**src/rtl/pipeline_ctrl_pkg.sv**
```systemverilog
// cpu_ctrl_pkg: shared types for the pipeline hazard/sequencing controller.
// FSM states, scoreboard entry, register-zero and NOP constants.
package cpu_ctrl_pkg;

  typedef enum logic {
    RUN     = 1'b0,
    BR_WAIT = 1'b1
  } state_e;

  localparam logic [4:0]  REG_ZERO = 5'd0;
  localparam logic [31:0] NOP      = 32'h0;

  typedef struct packed {
    logic       valid;
    logic [4:0] rd;
  } sb_entry_t;

  function automatic logic sb_hit(
    input sb_entry_t  e,
    input logic [4:0] r
  );
    return e.valid && (e.rd == r);
  endfunction

endpackage

```
**src/rtl/pipeline_ctrl_if.sv**
```systemverilog
// pipeline_ctrl_if: ID-stage operands, WB redirect strobe and controls.
// master = pipeline side (drives ID/WB info), slave = pipeline_ctrl.
interface pipeline_ctrl_if #(
  parameter int CNT_W = 16
);
  import cpu_ctrl_pkg::*;

  logic             id_valid;
  logic [4:0]       id_rs;
  logic [4:0]       id_rt;
  logic             id_uses_rs;
  logic             id_uses_rt;
  logic             id_wr;
  logic [4:0]       id_rd;
  logic             id_is_branch;
  logic             pc_update;
  logic             pc_hold;
  logic             ifid_hold;
  logic             ifid_flush;
  logic             idex_bubble;
  logic             issue;
  logic             redirect_err;
  logic [CNT_W-1:0] stall_cnt;

  modport master (
    output id_valid, id_rs, id_rt,
    output id_uses_rs, id_uses_rt,
    output id_wr, id_rd, id_is_branch,
    output pc_update,
    input  pc_hold, ifid_hold, ifid_flush,
    input  idex_bubble, issue,
    input  redirect_err, stall_cnt
  );

  modport slave (
    input  id_valid, id_rs, id_rt,
    input  id_uses_rs, id_uses_rt,
    input  id_wr, id_rd, id_is_branch,
    input  pc_update,
    output pc_hold, ifid_hold, ifid_flush,
    output idex_bubble, issue,
    output redirect_err, stall_cnt
  );

endinterface

```
**src/rtl/pipeline_ctrl_hazard_scoreboard.sv**
```systemverilog
// hazard_scoreboard: EX/MEM/WB in-flight destination shift register.
// Ports: push/push_rd new EX entry, clr_exmem squash, rs/rt query, hazard.
module hazard_scoreboard
  import cpu_ctrl_pkg::*;
#(
  parameter bit WB_BYPASS = 1'b0
) (
  input  logic       clk,
  input  logic       rst,
  input  logic       push,
  input  logic [4:0] push_rd,
  input  logic       clr_exmem,
  input  logic       uses_rs,
  input  logic [4:0] rs,
  input  logic       uses_rt,
  input  logic [4:0] rt,
  output logic       hazard
);

  sb_entry_t ex_q, mem_q, wb_q;
  sb_entry_t ex_d, mem_d, wb_d;

  always_comb begin
    ex_d.valid = push && (push_rd != REG_ZERO);
    ex_d.rd    = push_rd;
    mem_d      = ex_q;
    wb_d       = mem_q;
    if (clr_exmem) begin
      ex_d.valid  = 1'b0;
      mem_d.valid = 1'b0;
    end
  end

  always_ff @(posedge clk) begin
    if (!rst) begin
      ex_q  <= '0;
      mem_q <= '0;
      wb_q  <= '0;
    end else begin
      ex_q  <= ex_d;
      mem_q <= mem_d;
      wb_q  <= wb_d;
    end
  end

  logic rs_hit, rt_hit;

  // a write-before-read regfile lets the WB entry satisfy the read
  assign rs_hit = sb_hit(ex_q, rs) || sb_hit(mem_q, rs) ||
                  (!WB_BYPASS && sb_hit(wb_q, rs));
  assign rt_hit = sb_hit(ex_q, rt) || sb_hit(mem_q, rt) ||
                  (!WB_BYPASS && sb_hit(wb_q, rt));

  assign hazard = (uses_rs && (rs != REG_ZERO) && rs_hit) ||
                  (uses_rt && (rt != REG_ZERO) && rt_hit);

endmodule

```
**src/rtl/pipeline_ctrl.sv**
```systemverilog
// pipeline_ctrl: issue/stall/flush decisions for the 5-stage pipeline.
// Ports: clk, rst (sync, active-low), bus (pipeline_ctrl_if.slave).
module pipeline_ctrl
  import cpu_ctrl_pkg::*;
#(
  parameter int BR_LAT    = 3,
  parameter bit WB_BYPASS = 1'b0,
  parameter int CNT_W     = 16
) (
  input logic           clk,
  input logic           rst,
  pipeline_ctrl_if.slave bus
);

  localparam int BW = $clog2(BR_LAT + 1);
  localparam logic [BW-1:0] BR_ONE  = BW'(1);
  localparam logic [BW-1:0] BR_INIT = BW'(BR_LAT);

  state_e           state_q, state_d;
  logic [BW-1:0]    br_cnt_q, br_cnt_d;
  logic [CNT_W-1:0] stall_cnt_q, stall_cnt_d;
  logic             redirect_err_q, redirect_err_d;

  logic pc_hold, ifid_hold, ifid_flush;
  logic idex_bubble, issue, clr_exmem;
  logic hazard;

  hazard_scoreboard #(
    .WB_BYPASS (WB_BYPASS)
  ) u_sb (
    .clk       (clk),
    .rst       (rst),
    .push      (issue && bus.id_wr),
    .push_rd   (bus.id_rd),
    .clr_exmem (clr_exmem),
    .uses_rs   (bus.id_uses_rs),
    .rs        (bus.id_rs),
    .uses_rt   (bus.id_uses_rt),
    .rt        (bus.id_rt),
    .hazard    (hazard)
  );

  // one-hot case selects encode the priority order explicitly
  logic run, live;
  logic sel_redir, sel_br, sel_idle, sel_stall, sel_go;

  assign run       = (state_q == RUN);
  assign live      = rst && run && !bus.pc_update;
  assign sel_redir = rst && run && bus.pc_update;
  assign sel_br    = rst && !run;
  assign sel_idle  = live && !bus.id_valid;
  assign sel_stall = live && bus.id_valid && hazard;
  assign sel_go    = live && bus.id_valid && !hazard;

  always_comb begin
    pc_hold        = 1'b0;
    ifid_hold      = 1'b0;
    ifid_flush     = 1'b0;
    idex_bubble    = 1'b0;
    issue          = 1'b0;
    clr_exmem      = 1'b0;
    state_d        = state_q;
    br_cnt_d       = br_cnt_q;
    stall_cnt_d    = stall_cnt_q;
    redirect_err_d = redirect_err_q;
    unique case (1'b1)
      !rst: ;
      sel_redir: begin
        ifid_flush     = 1'b1;
        idex_bubble    = 1'b1;
        clr_exmem      = 1'b1;
        redirect_err_d = 1'b1;
      end
      sel_br: begin
        idex_bubble = 1'b1;
        br_cnt_d    = br_cnt_q - BR_ONE;
        if (br_cnt_q > BR_ONE) begin
          pc_hold    = 1'b1;
          ifid_flush = 1'b1;
          if (bus.pc_update) redirect_err_d = 1'b1;
        end else begin
          // branch in WB: fetch resumes at pc_new or branch+4
          ifid_flush = bus.pc_update;
          state_d    = RUN;
        end
      end
      sel_idle: idex_bubble = 1'b1;
      sel_stall: begin
        pc_hold     = 1'b1;
        ifid_hold   = 1'b1;
        idex_bubble = 1'b1;
        if (stall_cnt_q != '1) stall_cnt_d = stall_cnt_q + 1'b1;
      end
      sel_go: begin
        issue = 1'b1;
        if (bus.id_is_branch) begin
          pc_hold    = 1'b1;
          ifid_flush = 1'b1;
          state_d    = BR_WAIT;
          br_cnt_d   = BR_INIT;
        end
      end
    endcase
  end

  always_ff @(posedge clk) begin
    if (!rst) begin
      state_q        <= RUN;
      br_cnt_q       <= '0;
      stall_cnt_q    <= '0;
      redirect_err_q <= 1'b0;
    end else begin
      state_q        <= state_d;
      br_cnt_q       <= br_cnt_d;
      stall_cnt_q    <= stall_cnt_d;
      redirect_err_q <= redirect_err_d;
    end
  end

  assign bus.pc_hold      = pc_hold;
  assign bus.ifid_hold    = ifid_hold;
  assign bus.ifid_flush   = ifid_flush;
  assign bus.idex_bubble  = idex_bubble;
  assign bus.issue        = issue;
  assign bus.redirect_err = redirect_err_q;
  assign bus.stall_cnt    = stall_cnt_q;

endmodule

```
**src/flat_wrapper.sv**
```systemverilog
// flat-port wrapper written by rule: the top's interface ports become plain ports
module pipeline_ctrl_flat import cpu_ctrl_pkg::*;
#(
  parameter int BR_LAT    = 3,
  parameter bit WB_BYPASS = 1'b0,
  parameter int CNT_W     = 16
)
  (clk, rst, bus_id_valid, bus_id_rs, bus_id_rt, bus_id_uses_rs, bus_id_uses_rt, bus_id_wr, bus_id_rd, bus_id_is_branch, bus_pc_update, bus_pc_hold, bus_ifid_hold, bus_ifid_flush, bus_idex_bubble, bus_issue, bus_redirect_err, bus_stall_cnt);
  pipeline_ctrl_if #(.CNT_W(CNT_W)) bus_i ();
  input logic clk;
  input logic rst;
  input wire logic [$bits(bus_i.id_valid)-1:0] bus_id_valid;
  input wire logic [$bits(bus_i.id_rs)-1:0] bus_id_rs;
  input wire logic [$bits(bus_i.id_rt)-1:0] bus_id_rt;
  input wire logic [$bits(bus_i.id_uses_rs)-1:0] bus_id_uses_rs;
  input wire logic [$bits(bus_i.id_uses_rt)-1:0] bus_id_uses_rt;
  input wire logic [$bits(bus_i.id_wr)-1:0] bus_id_wr;
  input wire logic [$bits(bus_i.id_rd)-1:0] bus_id_rd;
  input wire logic [$bits(bus_i.id_is_branch)-1:0] bus_id_is_branch;
  input wire logic [$bits(bus_i.pc_update)-1:0] bus_pc_update;
  output wire logic [$bits(bus_i.pc_hold)-1:0] bus_pc_hold;
  output wire logic [$bits(bus_i.ifid_hold)-1:0] bus_ifid_hold;
  output wire logic [$bits(bus_i.ifid_flush)-1:0] bus_ifid_flush;
  output wire logic [$bits(bus_i.idex_bubble)-1:0] bus_idex_bubble;
  output wire logic [$bits(bus_i.issue)-1:0] bus_issue;
  output wire logic [$bits(bus_i.redirect_err)-1:0] bus_redirect_err;
  output wire logic [$bits(bus_i.stall_cnt)-1:0] bus_stall_cnt;
  assign bus_i.id_valid = bus_id_valid;
  assign bus_i.id_rs = bus_id_rs;
  assign bus_i.id_rt = bus_id_rt;
  assign bus_i.id_uses_rs = bus_id_uses_rs;
  assign bus_i.id_uses_rt = bus_id_uses_rt;
  assign bus_i.id_wr = bus_id_wr;
  assign bus_i.id_rd = bus_id_rd;
  assign bus_i.id_is_branch = bus_id_is_branch;
  assign bus_i.pc_update = bus_pc_update;
  assign bus_pc_hold = bus_i.pc_hold;
  assign bus_ifid_hold = bus_i.ifid_hold;
  assign bus_ifid_flush = bus_i.ifid_flush;
  assign bus_idex_bubble = bus_i.idex_bubble;
  assign bus_issue = bus_i.issue;
  assign bus_redirect_err = bus_i.redirect_err;
  assign bus_stall_cnt = bus_i.stall_cnt;
  pipeline_ctrl #(.BR_LAT(BR_LAT), .WB_BYPASS(WB_BYPASS), .CNT_W(CNT_W)) u_core (.clk(clk), .rst(rst), .bus(bus_i));
endmodule
```
**config.mk**
```make
export PLATFORM = sky130hd
export DESIGN_NAME = pipeline_ctrl_flat
export DESIGN_NICKNAME = d
export VERILOG_FILES = /design/src/rtl/pipeline_ctrl_pkg.sv /design/src/rtl/pipeline_ctrl_if.sv /design/src/rtl/pipeline_ctrl_hazard_scoreboard.sv /design/src/rtl/pipeline_ctrl.sv /design/src/flat_wrapper.sv
export SDC_FILE = /design/constraint.sdc
export NUM_CORES = 1
export LEC_CHECK = 0
export CORE_MARGIN = 2
export CORE_UTILIZATION = 61
export DETAILED_ROUTE_END_ITERATION = 10
export DONT_BUFFER_PORTS = 1
export HOLD_SLACK_MARGIN = 0.12
export PLACE_DENSITY = 0.77
export SLEW_MARGIN = 30
export SYNTH_ARGS = -nofsm -noshare
export SYNTH_HDL_FRONTEND = slang
export SYNTH_SLANG_ARGS = --single-unit
```
**constraint.sdc**
```tcl
create_clock -name clk -period 3.8 [get_ports clk]
set_input_delay 0.19 -clock clk [delete_from_list [all_inputs] [get_ports clk]]
set_output_delay 0.19 -clock clk [all_outputs]
set_load 0.01 [all_outputs]
```
* Word-level counts from Yosys, hierarchy flattened
Index checks and enable logic that the tools add are counted.
W data, S select, Z words.
** Operators by class
- Multiplexer cells :: 17
- Add/sub/neg operators :: 2
- Equal/unequal tests :: 11
- $lt $le $gt $ge :: 1
- Reductions and logical operators :: 39
- Bitwise gates (word level) :: 2
** Operators by type and width (count)
- $eq A5 B5 Y1 :: 6
- $logic_and A1 B1 Y1 :: 20
- $add A16 B1 Y16 const B :: 1
- $ne A16 B16 Y1 const B :: 1
- $reduce_bool A5 Y1 :: 3
- $mux W1 :: 11
- $ne A2 B2 Y1 const B :: 4
- $pmux W1 S3 :: 2
- $reduce_and A3 Y1 :: 2
- $logic_or A1 B1 Y1 :: 5
- $pmux W1 S2 :: 2
- $pmux W2 S2 :: 1
- $reduce_and A2 Y1 :: 2
- $reduce_bool A2 Y1 :: 2
- $reduce_or A4 Y1 :: 1
- $logic_not A1 Y1 :: 3
- $gt A2 B1 Y1 const B :: 1
- $mux W2 :: 1
- $not A1 Y1 :: 2
- $reduce_or A2 Y1 :: 1
- $sub A2 B1 Y2 const B :: 1
** Storage, ports and cells
- Output and inout bits :: 22
- Register bits :: 38
- Word-level logic and storage cells :: 82

* Logic depth before layout (Yosys ltp)
- Depth after elaboration :: 11
- Gate-level depth with buffers :: 10
- Depth with buffers taken out :: 8

* By module
Synthesis repeated with hierarchy kept, for this count alone.
** Unflattened totals
- Cells, all modules :: 223
- Area, all modules :: 2001.9 um2
** Modules (own cells, without submodules)
- pipeline_ctrl :: instances 1, area each 1133.6 um2, cells an instance 134
- hazard_scoreboard :: instances 1, area each 868.3 um2, cells an instance 89

* Worst setup path before layout
Ideal clock, no wire load.
- Path type :: register -> register
- Start point :: reg u_core.u_sb.ex_q[2] in the netlist's numbering
- End point :: reg u_core.stall_cnt_q[5] (netlist: u_core.bus.stall_cnt[5])
- Clock period less this slack :: 1.939 ns
- Setup time :: 0.071 ns
- Data required time :: 3.729 ns
- Stages on the path, launching flop included :: 9
- Path slack :: 1.861 ns
- Arrival time :: 1.869 ns
- Path through :: dfxtp_1 > xor2_1 > nor4_1 > nand3_1 > a31oi_2 > o21ai_2 > buf_6 > or4_1 > a21oi_1
** Between the ends
- Word-level cells in the longest chain between the ends :: 8
- Elaborated cells on any way between the ends :: 13
- Those cells by class :: eq/ne (2); reduce/logical (11)
** Ends and longest elaborated chain
- start: declaration :: RTL line pipeline_ctrl_hazard_scoreboard.sv:20 : sb_entry_t ex_q, mem_q, wb_q;
- start signal: assignment :: RTL line pipeline_ctrl_hazard_scoreboard.sv:36 : ex_q <= '0;
- start signal: assignment :: RTL line pipeline_ctrl_hazard_scoreboard.sv:40 : ex_q <= ex_d;
- $eq A5 B5 Y1 :: RTL line pipeline_ctrl_pkg.sv:22 : return e.valid && (e.rd == r);
- $logic_and A1 B1 Y1 :: RTL line pipeline_ctrl_pkg.sv:22
- $logic_or A1 B1 Y1, on equally long branches (2 in series) :: RTL line pipeline_ctrl_hazard_scoreboard.sv:49, pipeline_ctrl_hazard_scoreboard.sv:51
- $logic_and A1 B1 Y1, on equally long branches :: RTL line pipeline_ctrl_hazard_scoreboard.sv:54, pipeline_ctrl_hazard_scoreboard.sv:55
- $logic_or A1 B1 Y1 * :: RTL line pipeline_ctrl_hazard_scoreboard.sv:54 : assign hazard = (uses_rs && (rs != REG_ZERO) && rs_hit) ||
- $logic_and A1 B1 Y1 * :: RTL line pipeline_ctrl.sv:52 : assign sel_stall = live && bus.id_valid && hazard;
- $reduce_and A2 Y1 (no line) *
- end signal: assignment :: RTL line pipeline_ctrl.sv:115 : stall_cnt_q <= stall_cnt_d;
- end: declaration :: RTL line pipeline_ctrl.sv:21 : logic [CNT_W-1:0] stall_cnt_q, stall_cnt_d;
Every way passes the cells marked *; elsewhere a longest branch is shown, timed or not.
A chain may end at the register's enable or synchronous reset.

* Final worst setup path
- Start point :: reg u_core.u_sb.mem_q[1] in the netlist's numbering
- End point :: out bus_ifid_flush
** Between the ends
- Word-level cells in the longest chain between the ends :: 9
- Elaborated cells on any way between the ends :: 14
- Those cells by class :: eq/ne (2); mux (1); reduce/logical (11)
** Ends and longest elaborated chain
- start: declaration :: RTL line pipeline_ctrl_hazard_scoreboard.sv:20
- start signal: assignment :: RTL line pipeline_ctrl_hazard_scoreboard.sv:41 : mem_q <= mem_d;
- $eq A5 B5 Y1 :: RTL line pipeline_ctrl_pkg.sv:22
- $logic_and A1 B1 Y1 :: RTL line pipeline_ctrl_pkg.sv:22
- $logic_or A1 B1 Y1, on equally long branches (2 in series) :: RTL line pipeline_ctrl_hazard_scoreboard.sv:49, pipeline_ctrl_hazard_scoreboard.sv:51
- $logic_and A1 B1 Y1, on equally long branches :: RTL line pipeline_ctrl_hazard_scoreboard.sv:54, pipeline_ctrl_hazard_scoreboard.sv:55
- $logic_or A1 B1 Y1 * :: RTL line pipeline_ctrl_hazard_scoreboard.sv:54
- $logic_not A1 Y1 * :: RTL line pipeline_ctrl.sv:53 : assign sel_go = live && bus.id_valid && !hazard;
- $logic_and A1 B1 Y1 * :: RTL line pipeline_ctrl.sv:53
- $pmux W1 S3 * :: RTL line pipeline_ctrl.sv:66 : unique case (1'b1)
- end: declaration :: RTL line flat_wrapper.sv:23 : output wire logic [$bits(bus_i.ifid_flush)-1:0] bus_ifid_flush;
Marks and branches as above.

==> results.yml <==
worst_setup_path:
  endpoint_kind: "primary output"
  crit_slowest_cell: "nor3_1"
  crit_path_start_kind: "flip-flop"
  cp_max_fo: 5
  crit_chain: "xor2_1 -> nor4_1 -> nand3_1 -> a31oi_2 -> nor3_1 -> nand2_1 -> o211ai_1"
  setup.worst_path.class: "flip-flop to primary output"
  cp_slowest_stage_delay_ns: 0.56
  cp.required_ns: 3.61
  cp.arrival_ns: 2.26
place:
  port_buffers: 0
  dp_hpwl_um: 2740
  place.gp.congestion: 0.915
  placed_area_sq_um: 1860
  dp_cells: 232
  dp_slack_ns: 1.48
clocking:
  cts-htree-levels: 2
  numClockSinks: 38
  clock_latency_ns: 0.34
  cts_root_buffer: "clkbuf_4"
  tritoncts: "built"
  numCtsBuffers: 5
  path_clk_slew_ns: 0.11
  ctsLongestPathBuffers: 2
finish:
  antenna_cells: 0
  fin_cells: 249
  nets: 242
  final_cell_area_sq_um: 2020
  syn_to_final_growth_pct: 8.92
  fillers: 224
  drive_gt1_share_pct: 5.50
sta:
  grt_setup_unrepaired: "no"
  slew_headroom_pct: 57.6
  period_share_pct: 64.5
  tns_ns: 0
  final-hold-violation-count: 0
  tightest_slew_ns: 0.630
  fmax_mhz: 408
  setup_viol: 0
  slew_viol_final: 0
  setup_ws_ns: 1.35
  clock_skew_ns: 0.00775
  period_minus_slack_ns: 2.45
run:
  drv_cap: 0
yosys:
  post-synth-top-count-cell: "dfxtp_1"
  ys_ff_latch: 38
  async_reset_ff_share_pct: 0
  yosys-top-cells-area: "dfxtp_1, xor2_1, and2_1, o21ai_0, a21oi_1"
  syn-cell-area_sq_um: 1850
  synth_fp_nets: 233
  synth.top_cell.area_share_pct: 41.1
  synth.distinct_cells: 33
  synth_edf_count: 0
  syn_inst: 208
  ys_seq_area_share_pct: 41.1
  avgSynthCellArea_sq_um: 8.90
  synth_ff_type: "dfxtp_1"
  yosys.area.top_type: "dfxtp_1"
  ys_warn_count: 0
  yosys-top-cells-count: "dfxtp_1, xor2_1, and2_1, o21ai_0, a21oi_1"
floorplanning:
  core_sq_um: 2830
  die_area_sq_um: 3490
  initial_utilization_pct: 65.5
  fp-row-count: 19
  io_pins: 45
  die_h_um: 59.1
  chipWidth_um: 59.1
global_route:
  overflow: 0
  grt_max_degree: 31
  grt_pass1_wl_um: 6310
  antenna_found_initial: 0
  grtUsageTotal_pct: 23.5
  first_global_vias: 1465
detailed_routing:
  ant_nets: 0
  drc: 0
  drt_iter0_drc: 73
  avgRoutedWirePerCell_um: 15.1
  firstDrtPassIters: 4
  viasPerCell: 6.24
  routed_wl_um: 3760
  num_vias: 1553
pwr:
  peakVddDrop_mv: 0.333
  leakage_uw: 0.000733
  p_per_area_nw_per_um2: 344
min_path:
  hp-class: "primary input to flip-flop"
status:
  status: "finished clean"
## registers in the layout, indices dropped and copies added (netlist names)
signal,count
u_core.br_cnt_q,2
u_core.bus.redirect_err,1
u_core.u_sb.mem_q,6
u_core.state_q,1
u_core.u_sb.ex_q,6
u_core.bus.stall_cnt,16
u_core.u_sb.wb_q,6
## power breakdown
group	internal [uW]	switching (uW)	total (uW)
Combinational	29.9	25.7	55.6
Sequential	408	9.70	418
Clock	89.0	131	220
## final timing paths
path / startpoint / endpoint / slack, ns / cells past startpoint
setup / recovery: u_core.u_sb.mem_q[1] / bus_ifid_flush / 1.35 / 7
hold / removal: bus_pc_update / u_core.u_sb.mem_q[5] / 0.14 / 3
setup reg to reg: u_core.u_sb.ex_q[2] / u_core.bus.stall_cnt[5] / 1.52 / 7
hold reg to reg: u_core.u_sb.ex_q[5] / u_core.u_sb.mem_q[5] / 0.47 / 2
## layer usage
layer | routed length, um | global-route usage [%]
met5 | 0 | 0
met4 | 58 | 5.84
met3 | 353 | 9.17
met2 | 1690 | 35.6
met1 | 1650 | 31.6
## per-stage QoR
stage | power (uW) | hold slack (ns) | util [%]
floorplan | 466 | 0.317 | -
global placement | 470 | 0.310 | 65.6
detailed placement | 472 | 0.316 | 65.6
CTS | 700 | 0.130 | 71.0
global route | 725 | 0.142 | 71.3
finish | 694 | 0.135 | 71.3
## critical path: cells and delay by family (launching register included)
family	cells	cell delay (ns)
compound gates	2	0.34
xor+xnor	1	0.22
flops	1	0.39
simple gates	4	0.97
## cell families after synthesis
| kind of cell | after synthesis | share of synthesized area (%) |
|---|---|---|
| AO/OA/AOI/OAI | 40 | 13.0 |
| AND/OR/NAND/NOR | 82 | 25.5 |
| buffers and inverters | 12 | 2.90 |
| XOR/XNOR | 32 | 15.1 |
| multiplexers | 2 | 1.08 |
| flip-flops | 38 | 41.1 |
| adder cells (fa/ha/maj) | 2 | 1.35 |
## placed cells by master (no fill, tap or decap), drive strengths merged, types with 2 or more instances in the layout
| master | instances |
|---|---|
| a21oi | 14 |
| a31oi | 2 |
| and2 | 16 |
| and3 | 5 |
| clkbuf | 6 |
| clkinv | 2 |
| dfxtp | 38 |
| dlygate4sd3 | 9 |
| ha | 2 |
| inv | 4 |
| mux2i | 2 |
| nand2 | 9 |
| nand3 | 12 |
| nand4 | 3 |
| nor2 | 10 |
| nor4 | 7 |
| o211ai | 2 |
| o21ai | 16 |
| o31ai | 4 |
| or3 | 9 |
| or4 | 6 |
| xnor2 | 7 |
| xor2 | 25 |
## cell type report
type	count	area (sq um)	area share, %
clock buffers	6	51.3	2.54
multi-input cells	158	1040	51.8
well taps	31	38.8	1.92
inverters	5	18.8	0.931
flip-flops and latches	38	761	37.7
repair buffers	9	90.1	4.47
clock inverters	2	12.5	0.620
## timing repair
action | CTS | global route
hold buffers | 9 | 0
endpoints found under the hold margin | 24 | 0
resized for setup | 0 | 0
buffers inserted | 0 | 0
endpoints found under the setup margin | 0 | 0
(Power assumes the default switching activity.)
